<file path="src/rtl/multicycle_control_if.sv">
// Control bus between the multicycle MIPS control FSM and its datapath.
// The master side is the controller: it reads the opcode and memory
// ready and drives every datapath enable and mux select.
interface multicycle_control_if #(
    parameter int CNT_W = 16
);
    logic [5:0]       Opcode;
    logic             MemReady;
    logic             PCWrite;
    logic             PCWriteCond;
    logic             IorD;
    logic             MemRead;
    logic             MemWrite;
    logic             MemToReg;
    logic             IRWrite;
    logic [1:0]       PCSource;
    logic [1:0]       UCon;
    logic             ALUSrcA;
    logic [1:0]       ALUSrcB;
    logic             RegWrite;
    logic             RegDst;
    logic             IllegalOp;
    logic             InstrDone;
    logic [CNT_W-1:0] InstrCount;

    modport master (
        input  Opcode, MemReady,
        output PCWrite, PCWriteCond, IorD, MemRead, MemWrite, MemToReg,
               IRWrite, PCSource, UCon, ALUSrcA, ALUSrcB, RegWrite, RegDst,
               IllegalOp, InstrDone, InstrCount
    );

    modport slave (
        output Opcode, MemReady,
        input  PCWrite, PCWriteCond, IorD, MemRead, MemWrite, MemToReg,
               IRWrite, PCSource, UCon, ALUSrcA, ALUSrcB, RegWrite, RegDst,
               IllegalOp, InstrDone, InstrCount
    );
endinterface

</file>
<file path="src/rtl/multicycle_control.sv">
// Main control FSM for the multicycle MIPS datapath.
// Moore machine: controls decode from the state register, except IRWrite,
// PCWrite (FETCH) and InstrDone (MEMWR), which also follow MemReady.
// Optional feature: define MC_ADDI_EN to execute addi (opcode 001000);
// without it addi traps like any other unknown opcode.
module multicycle_control #(
    parameter int CNT_W = 16
) (
    input  logic                Clk,
    input  logic                RstN,
    multicycle_control_if.master bus
);

    typedef enum logic [3:0] {
        S_RESET   = 4'd0,
        S_FETCH   = 4'd1,
        S_DECODE  = 4'd2,
        S_MEMADR  = 4'd3,
        S_MEMRD   = 4'd4,
        S_MEMWB   = 4'd5,
        S_MEMWR   = 4'd6,
        S_EXEC    = 4'd7,
        S_RTYPEWB = 4'd8,
        S_BRANCH  = 4'd9,
        S_JUMP    = 4'd10,
        S_ADDIEX  = 4'd11,
        S_ADDIWB  = 4'd12,
        S_TRAP    = 4'd13
    } state_t;

    typedef struct packed {
        logic       pc_write;
        logic       pc_write_cond;
        logic       ior_d;
        logic       mem_read;
        logic       mem_write;
        logic       mem_to_reg;
        logic       ir_write;
        logic [1:0] pc_source;
        logic [1:0] ucon;
        logic       alu_src_a;
        logic [1:0] alu_src_b;
        logic       reg_write;
        logic       reg_dst;
        logic       instr_done;
    } ctrl_t;

    localparam logic [5:0] OP_RTYPE = 6'b000000;
    localparam logic [5:0] OP_J     = 6'b000010;
    localparam logic [5:0] OP_BEQ   = 6'b000100;
    localparam logic [5:0] OP_ADDI  = 6'b001000;
    localparam logic [5:0] OP_LW    = 6'b100011;
    localparam logic [5:0] OP_SW    = 6'b101011;

    state_t           state;
    state_t           next_state;
    ctrl_t            ctrl;
    logic             illegal;
    logic [CNT_W-1:0] count;

    // State register; reset aborts any instruction in flight.
    // NOTE: clocked state uses non-blocking (<=) so every flop samples the pre-edge values.
    always_ff @(posedge Clk or negedge RstN) begin
        if (!RstN) state <= S_RESET;
        else       state <= next_state;
    end

    // Next-state: instruction sequencing from opcode and memory ready.
    // NOTE: the default assignment up front keeps this block free of latches.
    always_comb begin
        next_state = S_TRAP;
        case (state)
            S_RESET:  next_state = S_FETCH;
            S_FETCH:  next_state = bus.MemReady ? S_DECODE : S_FETCH;
            S_DECODE: begin
                case (bus.Opcode)
                    OP_LW, OP_SW: next_state = S_MEMADR;
                    OP_RTYPE:     next_state = S_EXEC;
                    OP_BEQ:       next_state = S_BRANCH;
                    OP_J:         next_state = S_JUMP;
`ifdef MC_ADDI_EN
                    OP_ADDI:      next_state = S_ADDIEX;
`else
                    OP_ADDI:      next_state = S_TRAP;
`endif
                    default:      next_state = S_TRAP;
                endcase
            end
            S_MEMADR:  next_state = (bus.Opcode == OP_LW) ? S_MEMRD : S_MEMWR;
            S_MEMRD:   next_state = bus.MemReady ? S_MEMWB : S_MEMRD;
            S_MEMWB:   next_state = S_FETCH;
            S_MEMWR:   next_state = bus.MemReady ? S_FETCH : S_MEMWR;
            S_EXEC:    next_state = S_RTYPEWB;
            S_RTYPEWB: next_state = S_FETCH;
            S_BRANCH:  next_state = S_FETCH;
            S_JUMP:    next_state = S_FETCH;
`ifdef MC_ADDI_EN
            S_ADDIEX:  next_state = S_ADDIWB;
            S_ADDIWB:  next_state = S_FETCH;
`else
            S_ADDIEX, S_ADDIWB: next_state = S_TRAP;
`endif
            S_TRAP:    next_state = S_TRAP;
            default:   next_state = S_TRAP;
        endcase
    end

    // Output decode: datapath controls per state, zero unless listed.
    always_comb begin
        ctrl = '0;
        case (state)
            S_FETCH: begin
                ctrl.mem_read  = 1'b1;
                ctrl.alu_src_b = 2'b01;
                ctrl.ir_write  = bus.MemReady;
                ctrl.pc_write  = bus.MemReady;
            end
            S_DECODE: ctrl.alu_src_b = 2'b11;
            S_MEMADR: begin
                ctrl.alu_src_a = 1'b1;
                ctrl.alu_src_b = 2'b10;
            end
            S_MEMRD: begin
                ctrl.mem_read = 1'b1;
                ctrl.ior_d    = 1'b1;
            end
            S_MEMWB: begin
                ctrl.mem_to_reg = 1'b1;
                ctrl.reg_write  = 1'b1;
                ctrl.instr_done = 1'b1;
            end
            S_MEMWR: begin
                ctrl.mem_write  = 1'b1;
                ctrl.ior_d      = 1'b1;
                ctrl.instr_done = bus.MemReady;
            end
            S_EXEC: begin
                ctrl.alu_src_a = 1'b1;
                ctrl.ucon      = 2'b10;
            end
            S_RTYPEWB: begin
                ctrl.reg_dst    = 1'b1;
                ctrl.reg_write  = 1'b1;
                ctrl.instr_done = 1'b1;
            end
            S_BRANCH: begin
                ctrl.alu_src_a     = 1'b1;
                ctrl.ucon          = 2'b01;
                ctrl.pc_write_cond = 1'b1;
                ctrl.pc_source     = 2'b01;
                ctrl.instr_done    = 1'b1;
            end
            S_JUMP: begin
                ctrl.pc_write   = 1'b1;
                ctrl.pc_source  = 2'b10;
                ctrl.instr_done = 1'b1;
            end
`ifdef MC_ADDI_EN
            S_ADDIEX: begin
                ctrl.alu_src_a = 1'b1;
                ctrl.alu_src_b = 2'b10;
            end
            S_ADDIWB: begin
                ctrl.reg_write  = 1'b1;
                ctrl.instr_done = 1'b1;
            end
`else
            S_ADDIEX, S_ADDIWB: ctrl = '0;
`endif
            default: ctrl = '0;
        endcase
    end

    // Sticky trap flag, set on the edge that enters TRAP.
    always_ff @(posedge Clk or negedge RstN) begin
        if (!RstN)                    illegal <= 1'b0;
        else if (next_state == S_TRAP) illegal <= 1'b1;
    end

    // Retired-instruction counter; wraps naturally at 2^CNT_W.
    always_ff @(posedge Clk or negedge RstN) begin
        if (!RstN)                count <= '0;
        else if (ctrl.instr_done) count <= count + CNT_W'(1);
    end

    assign bus.PCWrite     = ctrl.pc_write;
    assign bus.PCWriteCond = ctrl.pc_write_cond;
    assign bus.IorD        = ctrl.ior_d;
    assign bus.MemRead     = ctrl.mem_read;
    assign bus.MemWrite    = ctrl.mem_write;
    assign bus.MemToReg    = ctrl.mem_to_reg;
    assign bus.IRWrite     = ctrl.ir_write;
    assign bus.PCSource    = ctrl.pc_source;
    assign bus.UCon        = ctrl.ucon;
    assign bus.ALUSrcA     = ctrl.alu_src_a;
    assign bus.ALUSrcB     = ctrl.alu_src_b;
    assign bus.RegWrite    = ctrl.reg_write;
    assign bus.RegDst      = ctrl.reg_dst;
    assign bus.IllegalOp   = illegal;
    assign bus.InstrDone   = ctrl.instr_done;
    assign bus.InstrCount  = count;

endmodule

</file>
<file path="src/flat_wrapper.sv">
// flat-port wrapper written by rule: the top's interface ports become plain ports
module multicycle_control_flat 
#(
    parameter int CNT_W = 16
)
  (Clk, RstN, bus_Opcode, bus_MemReady, bus_PCWrite, bus_PCWriteCond, bus_IorD, bus_MemRead, bus_MemWrite, bus_MemToReg, bus_IRWrite, bus_PCSource, bus_UCon, bus_ALUSrcA, bus_ALUSrcB, bus_RegWrite, bus_RegDst, bus_IllegalOp, bus_InstrDone, bus_InstrCount);
  multicycle_control_if #(.CNT_W(CNT_W)) bus_i ();
  input  logic Clk;
  input  logic RstN;
  input wire logic [$bits(bus_i.Opcode)-1:0] bus_Opcode;
  input wire logic [$bits(bus_i.MemReady)-1:0] bus_MemReady;
  output wire logic [$bits(bus_i.PCWrite)-1:0] bus_PCWrite;
  output wire logic [$bits(bus_i.PCWriteCond)-1:0] bus_PCWriteCond;
  output wire logic [$bits(bus_i.IorD)-1:0] bus_IorD;
  output wire logic [$bits(bus_i.MemRead)-1:0] bus_MemRead;
  output wire logic [$bits(bus_i.MemWrite)-1:0] bus_MemWrite;
  output wire logic [$bits(bus_i.MemToReg)-1:0] bus_MemToReg;
  output wire logic [$bits(bus_i.IRWrite)-1:0] bus_IRWrite;
  output wire logic [$bits(bus_i.PCSource)-1:0] bus_PCSource;
  output wire logic [$bits(bus_i.UCon)-1:0] bus_UCon;
  output wire logic [$bits(bus_i.ALUSrcA)-1:0] bus_ALUSrcA;
  output wire logic [$bits(bus_i.ALUSrcB)-1:0] bus_ALUSrcB;
  output wire logic [$bits(bus_i.RegWrite)-1:0] bus_RegWrite;
  output wire logic [$bits(bus_i.RegDst)-1:0] bus_RegDst;
  output wire logic [$bits(bus_i.IllegalOp)-1:0] bus_IllegalOp;
  output wire logic [$bits(bus_i.InstrDone)-1:0] bus_InstrDone;
  output wire logic [$bits(bus_i.InstrCount)-1:0] bus_InstrCount;
  assign bus_i.Opcode = bus_Opcode;
  assign bus_i.MemReady = bus_MemReady;
  assign bus_PCWrite = bus_i.PCWrite;
  assign bus_PCWriteCond = bus_i.PCWriteCond;
  assign bus_IorD = bus_i.IorD;
  assign bus_MemRead = bus_i.MemRead;
  assign bus_MemWrite = bus_i.MemWrite;
  assign bus_MemToReg = bus_i.MemToReg;
  assign bus_IRWrite = bus_i.IRWrite;
  assign bus_PCSource = bus_i.PCSource;
  assign bus_UCon = bus_i.UCon;
  assign bus_ALUSrcA = bus_i.ALUSrcA;
  assign bus_ALUSrcB = bus_i.ALUSrcB;
  assign bus_RegWrite = bus_i.RegWrite;
  assign bus_RegDst = bus_i.RegDst;
  assign bus_IllegalOp = bus_i.IllegalOp;
  assign bus_InstrDone = bus_i.InstrDone;
  assign bus_InstrCount = bus_i.InstrCount;
  multicycle_control #(.CNT_W(CNT_W)) u_core (.Clk(Clk), .RstN(RstN), .bus(bus_i));
endmodule
</file>
<file path="config.mk">
export PLATFORM = sky130hd
export DESIGN_NAME = multicycle_control_flat
export DESIGN_NICKNAME = d
export VERILOG_FILES = /design/src/rtl/multicycle_control_if.sv /design/src/rtl/multicycle_control.sv /design/src/flat_wrapper.sv
export SDC_FILE = /design/constraint.sdc
export NUM_CORES = 1
export LEC_CHECK = 0
export CAP_MARGIN = 20
export CORE_UTILIZATION = 44
export CTS_CLUSTER_DIAMETER = 40
export DETAILED_ROUTE_END_ITERATION = 10
export GPL_TIMING_DRIVEN = 0
export PLACE_DENSITY = 0.79
export SYNTH_ARGS = -nofsm -noshare
export SYNTH_HDL_FRONTEND = slang
export SYNTH_SLANG_ARGS = --single-unit
</file>
<file path="constraint.sdc">
create_clock -name Clk -period 2 [get_ports Clk]
set_input_delay 0.6 -clock Clk [delete_from_list [all_inputs] [get_ports Clk]]
set_output_delay 0.6 -clock Clk [all_outputs]
set_load 0.005 [all_outputs]
</file>
-- Word-level counts from Yosys, hierarchy flattened
Cells that the tools add are included.
- add/sub/neg operators: 1
- magnitude comparators: 0
- div/mod/pow operators: 0
- bitwise operators: 0
- mux-type cells: 20
- equality and inequality tests: 15
- reduce and logical (&&, ||, !) cells: 9
- shifts and indexed selects: 0
- multipliers: 0
- operators with widths (operator ; count):
    4-bit case mux with 7 select lines ; 1
    16-bit by 1-bit adder with 16-bit output, second input constant ; 1
    4-bit by 3-bit equality test with 1-bit output, second input constant ; 4
    4-bit equality test, second input constant ; 4
    4-bit case mux with 4 select lines ; 1
    6-bit equality test, second input constant ; 2
    1-bit 2-to-1 mux ; 10
    4-bit by 2-bit equality test with 1-bit output, second input constant ; 2
    2-bit case mux with 2 select lines ; 2
    2-bit OR reduction ; 4
    6-bit by 2-bit equality test with 1-bit output, second input constant ; 1
    6-bit by 3-bit equality test with 1-bit output, second input constant ; 1
    6-bit logical NOT ; 1
    2-bit case mux with 3 select lines ; 1
    5-bit OR reduction ; 1
    4-bit by 1-bit equality test with 1-bit output, second input constant ; 1
    4-bit logical NOT ; 1
    2-bit 2-to-1 mux ; 2
    1-bit case mux with 2 select lines ; 2
    4-bit OR reduction ; 1
    3-bit 2-to-1 mux ; 1
    3-bit OR reduction ; 1
- output and inout bits: 34
- bits of input ports: 9
- bits in read-only memories: 0
- logic and storage cells: 48
- register bits after elaboration: 21
- bits in latches: 0
- memory bits (writable): 0
- memories: 0

-- Depth between registers and ports, before layout
Gate-level depths: netlist of run 1.
- depth after elaboration: 5
- gate-level depth with buffers: 6
- depth with buffers taken out: 5

-- Worst setup path after synthesis of run 1
No wires, ideal clock.
- path kind: input to output
- start point: input port bus_MemReady
- end point: output port bus_InstrDone
- buffers on the path: 0
- stages: 3
- required time: 1.400 ns
- data arrival time: 1.279 ns
- setup slack: 0.121 ns
- cells stage by stage: and2_1 > o311ai_4 > inv_2
- longest elaborated chain between the ends: 1
- ends and longest elaborated chain (what ; RTL line ; RTL):
    from (decl) ; flat_wrapper.sv:11 ; input wire logic [$bits(bus_i.MemReady)-1:0] bus_MemReady;
    1-bit case mux with 2 select lines ; multicycle_control.sv:111 ; case (state)
    to (decl) ; flat_wrapper.sv:26 ; output wire logic [$bits(bus_i.InstrDone)-1:0] bus_InstrDone;
Every way passes these cells.

-- Worst setup path in the final report of run 1
- start point: register u_core.state[1]
- end point: output port bus_InstrDone
- longest elaborated chain between the ends: 3
- ends and longest elaborated chain (what ; RTL line ; RTL):
    from (decl) ; multicycle_control.sv:55 ; state_t state;
    from (signal assigned) ; multicycle_control.sv:65 ; else state <= next_state;
    4-bit equality test / 4-bit by 3-bit equality test with 1-bit output (equally long branches) ; multicycle_control.sv:111 ;
    4-bit OR reduction (no line) ; n/a ;
    1-bit case mux with 2 select lines (*) ; multicycle_control.sv:111 ;
Every way passes the cells marked *; elsewhere a longest branch is shown, timed or not.

==> flow_summary.ini, run 1 <==
[global_routing]
grt_util_met3_pct = 7.50
antenna_found_initial = 0
grt_max_degree = 22
grtUsageMet1_pct = 30.9
overflow = 0
grt_pass1_vias = 1194
grt_use_total_pct = 25.9
gr-max-usage-layer = met2
grtUsageMet2_pct = 45.5
grt_pass1_wl_mm = 5.48

[die]
die_x_um = 54.6
ios = 43
row_count = 18
start_util_pct = 47.8
die_y_um = 54.6
dieArea_um2 = 2980
placeableCoreArea_um2 = 2540

[placed_design]
dp_hpwl_mm = 2.13
place_inst = 204
portBuffers = 42
place_congestion = 0.795

[setup_path]
worstPathArrival_ps = 1490
crit_path_end_kind = output port
crit_fanout = 4
critical_path_class = flop to output port
cp_data_required_time_ps = 1400
start_kind = flop

[layout]
fill_cells = 154
fin_nets = 210
area_growth_pct = 64.4
fin_util_pct = 78.6
antenna_cells = 0
final_cell_count_no_fill = 229
drive_gt1_share_pct = 34.2

[detailed_routing]
via_per_inst = 5.79
antenna_left = 0
dr.pass1.iters = 4
avgRoutedWirePerCell_um = 17.1
drt-initial-drc-count = 65
via_count = 1327
drc = 0
routed_wl_mm = 3.92

[clock_tree]
cts_root_buf = clkbuf_4
htreeDepth = 1
cts_tree = built
cts.hold.buffers_added = 0
path_clk_slew_ps = 110
clock_sinks = 21
cts_max_path_buffers = 2
clkLatencyLatePin_ps = 310
cts-buffers-inserted = 3

[timing]
fin_setup_tns_ps = -545
whs_ps = 487
clock_skew_ps = 4.41
worst_pin_slew_ps = 935
setup_viol = 8
report.final.hold_viol_count = 0
period_share_pct = 104
fmax_mhz = 479
maxSlewHeadroom_pct = 37.5
worst_slack_ps = -89.5
period_minus_slack_ps = 2090
rsz0062_at_grt = true
final_max_slew_viol_count = 0

[power_and_ir_drop]
ir_worst_vdd_v = 0.000541
power.switching_uw = 150
p_seq_share_pct = 63.2
power_leakage_nw = 0.943
p_total_uw = 672
power_frac_clock_pct = 31.0
p_int_uw = 521
pwr-share-comb_pct = 5.8
switching_share_pct = 22.4
p_per_area_nw_per_um2 = 336

[logic_synthesis]
ys_seq_area_share_pct = 43.2
async_flop_share_pct = 100
ys_top_cells_by_count = 21 x dfrtp_1, 16 x nand2_1, 14 x nor2_1, 10 x xnor2_1, 9 x nand3_1
yosysUniqueCellTypes = 37
synth_edf_count = 0
yosys-top-cells-area = dfrtp_1 43%, xnor2_1 7.2%, xor2_1 5.8%, nand2_1 4.9%, nor2_1 4.3%
syn_avg_cell_area_um2 = 9.21
ys_ff_latch = 21
netlist_instances = 132
synth_area_um2 = 1220
yosysTopAreaCellShare_pct = 43.2
synth_flop_cell = dfrtp_1
yosysMostFrequentCell = dfrtp_1
synth_fp_nets = 142
yosys_warnings = 0
yosysTopAreaCell = dfrtp_1

[min_path]
hold_class = flop to flop

[job]
drv_cap = 0

[status]
status = finished with violations
failed_checks = setup timing
-- layout make-up --
| cell class | instances | area, um2 | area share (%) |
|---|---|---|---|
| multi-input cells | 101 | 769 | 38.5 |
| repair buffers | 63 | 554 | 27.7 |
| flip-flops and latches | 21 | 526 | 26.3 |
| plain buffers | 6 | 66.3 | 3.32 |
| well taps | 30 | 37.5 | 1.88 |
| clock buffers | 4 | 26.3 | 1.31 |
| inverters | 4 | 20.0 | 1.00 |
-- layer usage --
metal | vias to the layer above | part of all wire [%]
li1 | 600 | -
met2 | 74 | 52
met4 | 0 | 1.4
met3 | 7 | 6.3
met1 | 646 | 40
met5 | - | 0
-- through the flow --
| step | cell area [um2] | worst slack [ps] |
|---|---|---|
| after global routing | 2000 | -113 |
| after global placement | 1670 | -1060 |
| final | 2000 | -89.5 |
| after detailed placement | 1670 | -1090 |
| after floorplan | 1220 | 121 |
| after CTS | 1940 | -80.6 |
-- power by group through the flow --
stage,Sequential (mW),Clock (mW),Combinational (mW)
finish,0.424,0.208,0.0389
floorplan,0.433,0,0.00914
global placement,0.433,0,0.0370
CTS,0.424,0.213,0.0383
detailed placement,0.433,0,0.0381
global route,0.425,0.223,0.0429
-- kinds of logic after synthesis --
logic type | after synthesis | share of synthesized area [%]
AOI/OAI and AO/OA | 16 | 10.8
and+or+nand+nor | 65 | 27.4
xor gates and xnor gates | 18 | 13.0
buffers and inverters | 10 | 3.81
adders and majority gates | 1 | 1.03
muxes | 1 | 0.823
DFF | 21 | 43.2
-- worst max-delay path, stage by stage (launching register included) --
cell      delay (ps)
dfrtp_1          430
buf_4            170
and2_4           140
o311ai_4         240
inv_2             80
buf_6            120
-- final timing paths --
kind	startpoint	endpoint	slack, ps	cells past startpoint
setup / recovery	u_core.state[1]$_DFF_PN0_	bus_InstrDone	-90	5
hold / removal	u_core.bus.IllegalOp$_DFFE_PN0N_	u_core.bus.IllegalOp$_DFFE_PN0N_	490	1
setup reg to reg	u_core.state[3]$_DFF_PN0_	u_core.bus.InstrCount[13]$_DFFE_PN0P_	30	8
hold reg to reg	u_core.bus.IllegalOp$_DFFE_PN0N_	u_core.bus.IllegalOp$_DFFE_PN0N_	490	1
max in group asynchronous	RstN	u_core.state[3]$_DFF_PN0_	630	1
min in group asynchronous	RstN	u_core.bus.InstrCount[14]$_DFFE_PN0P_	800	1
-- state kept, by name (all words and copies together) (netlist names) --
name,cells
u_core.bus.IllegalOp,1
u_core.bus.InstrCount,16
u_core.state,4
-- cells in the final DEF, fill, tap and decap left out, drive strengths merged, types with 2 or more instances in the layout --
| master | instances |
|---|---|
| nand4 | 3 |
| nand2b | 4 |
| o32ai | 2 |
| or2 | 2 |
| clkdlybuf4s15 | 3 |
| nor3 | 3 |
| nor4 | 3 |
| nor4b | 3 |
| o21ai | 2 |
| nand3 | 9 |
| xnor2 | 10 |
| inv | 4 |
| buf | 32 |
| o211ai | 2 |
| dlygate4sd2 | 2 |
| clkdlybuf4s50 | 24 |
| a21oi | 3 |
| dfrtp | 21 |
| xor2 | 8 |
| nor2 | 14 |
| and4 | 3 |
| clkbuf | 12 |
| nand2 | 16 |
-- what timing repair did --
action	CTS	global route
buffers inserted	16	5
setup endpoints to repair	22	17
pin swaps	5	6
cloned	1	0
resized for setup	87	20
endpoints found under the hold margin	0	0
Note: power is estimated with default switching activity, not from simulation.
==> inputs of run 2 (changes only) <==
Settings changed: CORE_UTILIZATION 44 to 40, PLACE_DENSITY 0.79 to 0.72.
==> run 2 against run 1 <==
  * The flow finishes with violations (DRC, setup timing)
  * Count of clock-buffer cells in the layout unchanged
  * Largest power group unchanged
  * Fmax is 3.0% lower
  * Non-clock buffer count rose by 3
  * Sequential share of layout area shrank 0.44 points
  * Power shrank 0.48%
  * Utilization shrank 6.7 points
  * Register-to-register slack improved by 190 ps
  * Cell count rose by 1.7%
  * Sequential power about the same
  * Die area up 9.6%
  * Critical path depth is 2 higher
==> flow_summary.ini, run 2 (synthesis results as in run 1) <==
[setup_path]
cp_data_required_time_ps = 1400
cpMaxStageDelayCell = dfrtp_1
cpPeakStageDelay_ps = 410
path_delay_family = buffers and inverters
critical_path_depth = 7
r2r-end = u_core.bus.IllegalOp$_DFFE_PN0N_
path_common_cell = buf_6
critical_path_class = flop to output port
path_buf_inv = 4
cp-endpoint = bus_RegWrite
startpoint = u_core.state[2]$_DFF_PN0_
path_cells = clkbuf_8 -> buf_6 -> buf_6 -> nand2b_4 -> nor2_4 -> or2_4 -> buf_6
start_kind = flop
r2r-start = u_core.state[0]$_DFF_PN0_
crit_path_end_kind = output port
reg2reg_depth = 5
crit_fanout = 3
regToRegSetupSlack_ps = 220
worstPathArrival_ps = 1550

[power_and_ir_drop]
p_per_area_nw_per_um2 = 329
power_frac_clock_pct = 30.6
pwr-share-comb_pct = 5.9
p_int_uw = 521
switching_share_pct = 22.1
power.switching_uw = 148
p_seq_share_pct = 63.5
ir_worst_vdd_v = 0.000526
p_total_uw = 668
power_leakage_nw = 0.965

[global_routing]
grt_pass1_vias = 1307
antenna_found_initial = 0
grt_use_total_pct = 23.9
grt_max_degree = 22
grt_pass1_wl_mm = 6.08
overflow = 0

[timing]
setup_viol = 10
period_share_pct = 108
final_max_slew_viol_count = 0
fmax_mhz = 464
rsz0062_at_grt = true
worst_slack_ps = -154
worst_pin_slew_ps = 908
report.final.hold_viol_count = 0
period_minus_slack_ps = 2150
whs_ps = 475
maxSlewHeadroom_pct = 39.3
clock_skew_ps = 1.34

[placed_design]
place_congestion = 0.881
place_inst = 205
dp_hpwl_mm = 2.10
portBuffers = 42

[status]
failed_checks = DRC, setup timing
status = finished with violations

[layout]
largest_reg_flops = 16
fin_nets = 213
fill_cells = 215
area_growth_pct = 67.2
final_cell_count_no_fill = 233
layout_commonest_cell = clkdlybuf4s50_1
multi_input_area_um2 = 768
final_cell_mix = 24 x clkdlybuf4s50_1, 21 x dfrtp_1, 16 x buf_4, 15 x buf_6, 13 x nand2_1
seq_area_um2 = 526
drive_gt1_share_pct = 36.1
antenna_cells = 0

[clock_tree]
clock_sinks = 21
cts_max_path_buffers = 2
clkLatencyLatePin_ps = 300
cts_root_buf = clkbuf_4
cts-buffers-inserted = 3
path_clk_slew_ps = 110
cts_tree = built
htreeDepth = 1

[job]
drv_cap = 0

[die]
ios = 43
die_y_um = 57.1
row_count = 19
dieArea_um2 = 3260
placeableCoreArea_um2 = 2830
start_util_pct = 43.0
die_x_um = 57.1

[detailed_routing]
via_count = 1296
routed_wl_mm = 3.68
drt-initial-drc-count = 47
dr.pass1.iters = 7
antenna_left = 0
avgRoutedWirePerCell_um = 15.8
drc = 4
via_per_inst = 5.56

[min_path]
hold_class = flop to flop
run 2: repair_timing:
item / 4_1_cts / 5_1_grt
buffers inserted: 26 / 5
gates cloned: 0 / 0
setup endpoints to repair: 24 / 18
hold buffers: 0 / 0
pin swaps: 8 / 10
resized for setup: 101 / 28
run 2: per-layer routing:
| metal | global-route usage (%) | wire length (um) |
|---|---|---|
| met2 | 40.7 | 1960 |
| met1 | 29.7 | 1510 |
| met4 | 9.06 | 39 |
| met5 | 0 | 0 |
| met3 | 5.44 | 170 |
run 2: worst min path at each step:
stage,from,end,slack (ps),cells past startpoint
floorplan,RstN,u_core.bus.IllegalOp$_DFFE_PN0N_,300,0
CTS,u_core.bus.IllegalOp$_DFFE_PN0N_,u_core.bus.IllegalOp$_DFFE_PN0N_,480,1
detailed placement,u_core.bus.IllegalOp$_DFFE_PN0N_,u_core.bus.IllegalOp$_DFFE_PN0N_,450,1
finish,u_core.bus.IllegalOp$_DFFE_PN0N_,u_core.bus.IllegalOp$_DFFE_PN0N_,480,1
global route,u_core.bus.InstrCount[15]$_DFFE_PN0P_,u_core.bus.InstrCount[15]$_DFFE_PN0P_,510,1
global placement,u_core.bus.IllegalOp$_DFFE_PN0N_,u_core.bus.IllegalOp$_DFFE_PN0N_,440,1
run 2: stage by stage:
step           TNS (ps)  setup WS (ps)  util (%)  instance area [um2]
2_1_floorplan         0            121         -                 1220
3_3_place_gp      -9380          -1080      59.2                 1680
3_5_place_dp     -10110          -1120      59.2                 1680
4_1_cts            -693           -148      70.2                 1990
5_1_grt           -1640           -229      71.9                 2030
6_report           -734           -154      71.9                 2030
run 2: layout make-up:
type	instances	area share, %
buffer	4	2.46
clock buffer	4	1.29
inverter	4	1.35
multi-input combinational	101	37.8
sequential	21	25.8
tap	31	1.91
timing repair buffer	68	29.4
run 2: power by group through the flow:
stage	Combinational (mW)	Sequential (mW)	Clock, mW
2_1_floorplan	0.00914	0.433	0
3_3_place_gp	0.0371	0.433	0
3_5_place_dp	0.0379	0.433	0
4_1_cts	0.0375	0.424	0.203
5_1_grt	0.0439	0.425	0.223
6_report	0.0392	0.424	0.205
==> inputs of run 3 (changes only) <==
Settings changed: SLEW_MARGIN set to 30.
==> run 3 against run 2 <==
  * The run still ends with DRC, setup timing left
  * Global-route usage unchanged
  * Critical path type unchanged
  * Utilization down 0.18 points
  * Design area down 0.25%
  * Critical endpoint unchanged
  * Sequential share of layout area up 0.064 points
  * Largest cell class unchanged
  * Worst hold slack worse by 250 ps
  * Highest routed layer unchanged
==> flow_summary.ini, run 3 (synthesis results as in run 1) <==
[timing]
setup_viol = 10
worst_slack_ps = -154
whs_ps = 228
period_minus_slack_ps = 2150
worst_pin_slew_ps = 679
fmax_mhz = 464
fin_setup_tns_ps = -740
period_share_pct = 108
rsz0062_at_grt = true
final_max_slew_viol_count = 0
clock_skew_ps = 0.622
maxSlewHeadroom_pct = 54.1
report.final.hold_viol_count = 0

[power_and_ir_drop]
p_per_area_nw_per_um2 = 328
ir_worst_vdd_v = 0.000524
power_leakage_nw = 0.965
p_total_uw = 666

[placed_design]
dp_hpwl_mm = 2.10
portBuffers = 42
place_congestion = 0.881
dp_slack_ps = -1120

[status]
failed_checks = DRC, setup timing
status = finished with violations

[clock_tree]
cts-buffers-inserted = 3
cts_root_buf = clkbuf_4
cts_max_path_buffers = 2
clock_sinks = 21
cts_tree = built
clkLatencyLatePin_ps = 300
htreeDepth = 1
path_clk_slew_ps = 110
cts.hold.buffers_added = 0

[global_routing]
grt_max_degree = 22
grt_use_total_pct = 23.9
grt_pass1_vias = 1307
overflow = 0
antenna_found_initial = 0
grt_pass1_wl_mm = 6.08

[setup_path]
crit_path_end_kind = output port
critical_path_class = flop to output port
worstPathArrival_ps = 1550
cp_data_required_time_ps = 1400
reg2reg_depth = 6
crit_fanout = 3
start_kind = flop

[job]
drv_cap = 0

[detailed_routing]
routed_wl_mm = 3.64
drt-initial-drc-count = 47
via_per_inst = 5.52
drc = 4
antenna_left = 0
via_count = 1287
dr.pass1.iters = 7
avgRoutedWirePerCell_um = 15.6

[min_path]
hold_class = input pin to asynchronous set/reset pin

[layout]
layout_commonest_cell = clkdlybuf4s50_1
drive_gt1_share_pct = 36.6
largest_reg_flops = 16
fin_util_pct = 71.7
final_cell_mix = 23 x clkdlybuf4s50_1, 21 x dfrtp_1, 16 x buf_4, 15 x buf_6, 13 x nand2_1
fin_nets = 213
fill_cells = 216
antenna_cells = 0
area_growth_pct = 66.8

[die]
start_util_pct = 43.0
row_count = 19
die_x_um = 57.1
placeableCoreArea_um2 = 2830
ios = 43
dieArea_um2 = 3260
die_y_um = 57.1
## run 3: cell types whose count changed in the layout (fill, tap and decap cells not counted), sizes merged
cell / delta
buf: +1
clkdlybuf4s50: -1
## run 3: what timing repair did
item,in CTS,in global routing
gates resized for setup,101,28
pin swaps,8,10
buffers inserted,26,5
setup endpoints to repair,24,18
## run 3: final cells by class
class                   instances  area, um2  area share (%)
repair buffers                 68        592            29.2
flip-flops and latches         21        526            25.9
inverters                       4       27.5            1.36
plain buffers                   4       50.0            2.47
well taps                      31       38.8            1.91
multi-input cells             101        768            37.9
clock buffers                   4       26.3            1.30
## run 3: worst paths after layout
kind / startpoint / to / slack [ps]
min in group Clk: u_core.bus.IllegalOp$_DFFE_PN0N_ / u_core.bus.IllegalOp$_DFFE_PN0N_ / 480
worst max-delay path: u_core.state[2]$_DFF_PN0_ / bus_RegWrite / -150
worst min register to register: u_core.bus.IllegalOp$_DFFE_PN0N_ / u_core.bus.IllegalOp$_DFFE_PN0N_ / 480
worst max register to register: u_core.state[2]$_DFF_PN0_ / u_core.bus.InstrCount[7]$_DFFE_PN0P_ / 220
max in group asynchronous: RstN / u_core.bus.InstrCount[11]$_DFFE_PN0P_ / 1460
worst min-delay path: RstN / u_core.bus.InstrCount[14]$_DFFE_PN0P_ / 230
## run 3: routing by layer
layer,wire length [um],global-route usage (%),part of all wire (%),vias up
met1,1510,29.7,41,635
met5,0,0,0,-
li1,-,-,-,608
met4,39,9.06,1.1,0
met3,160,5.44,4.4,4
met2,1930,40.7,53,40
## run 3: through the flow
stage                     instances  instance area [um2]
final                           233                 2030
after CTS                       232                 1990
after global routing            233                 2030
after global placement          205                 1680
after detailed placement        205                 1680
after floorplan                 132                 1220
## run 3: critical path, stage by stage, from the launching register on
cell	delay [ps]
dfrtp_1	400
clkbuf_8	150
buf_6	120
buf_6	110
nand2b_4	80
nor2_4	50
or2_4	220
buf_6	110
## run 3: where the power goes
| group | leakage, nW | total [mW] | switching [mW] | internal (mW) |
|---|---|---|---|---|
| sequential | 0.273 | 0.424 | 0 | 0.424 |
| combinational | 0.678 | 0.0382 | 0.0208 | 0.0174 |
| clock | 0.0150 | 0.203 | 0.126 | 0.0778 |
| total | 0.965 | 0.666 | 0.146 | 0.520 |
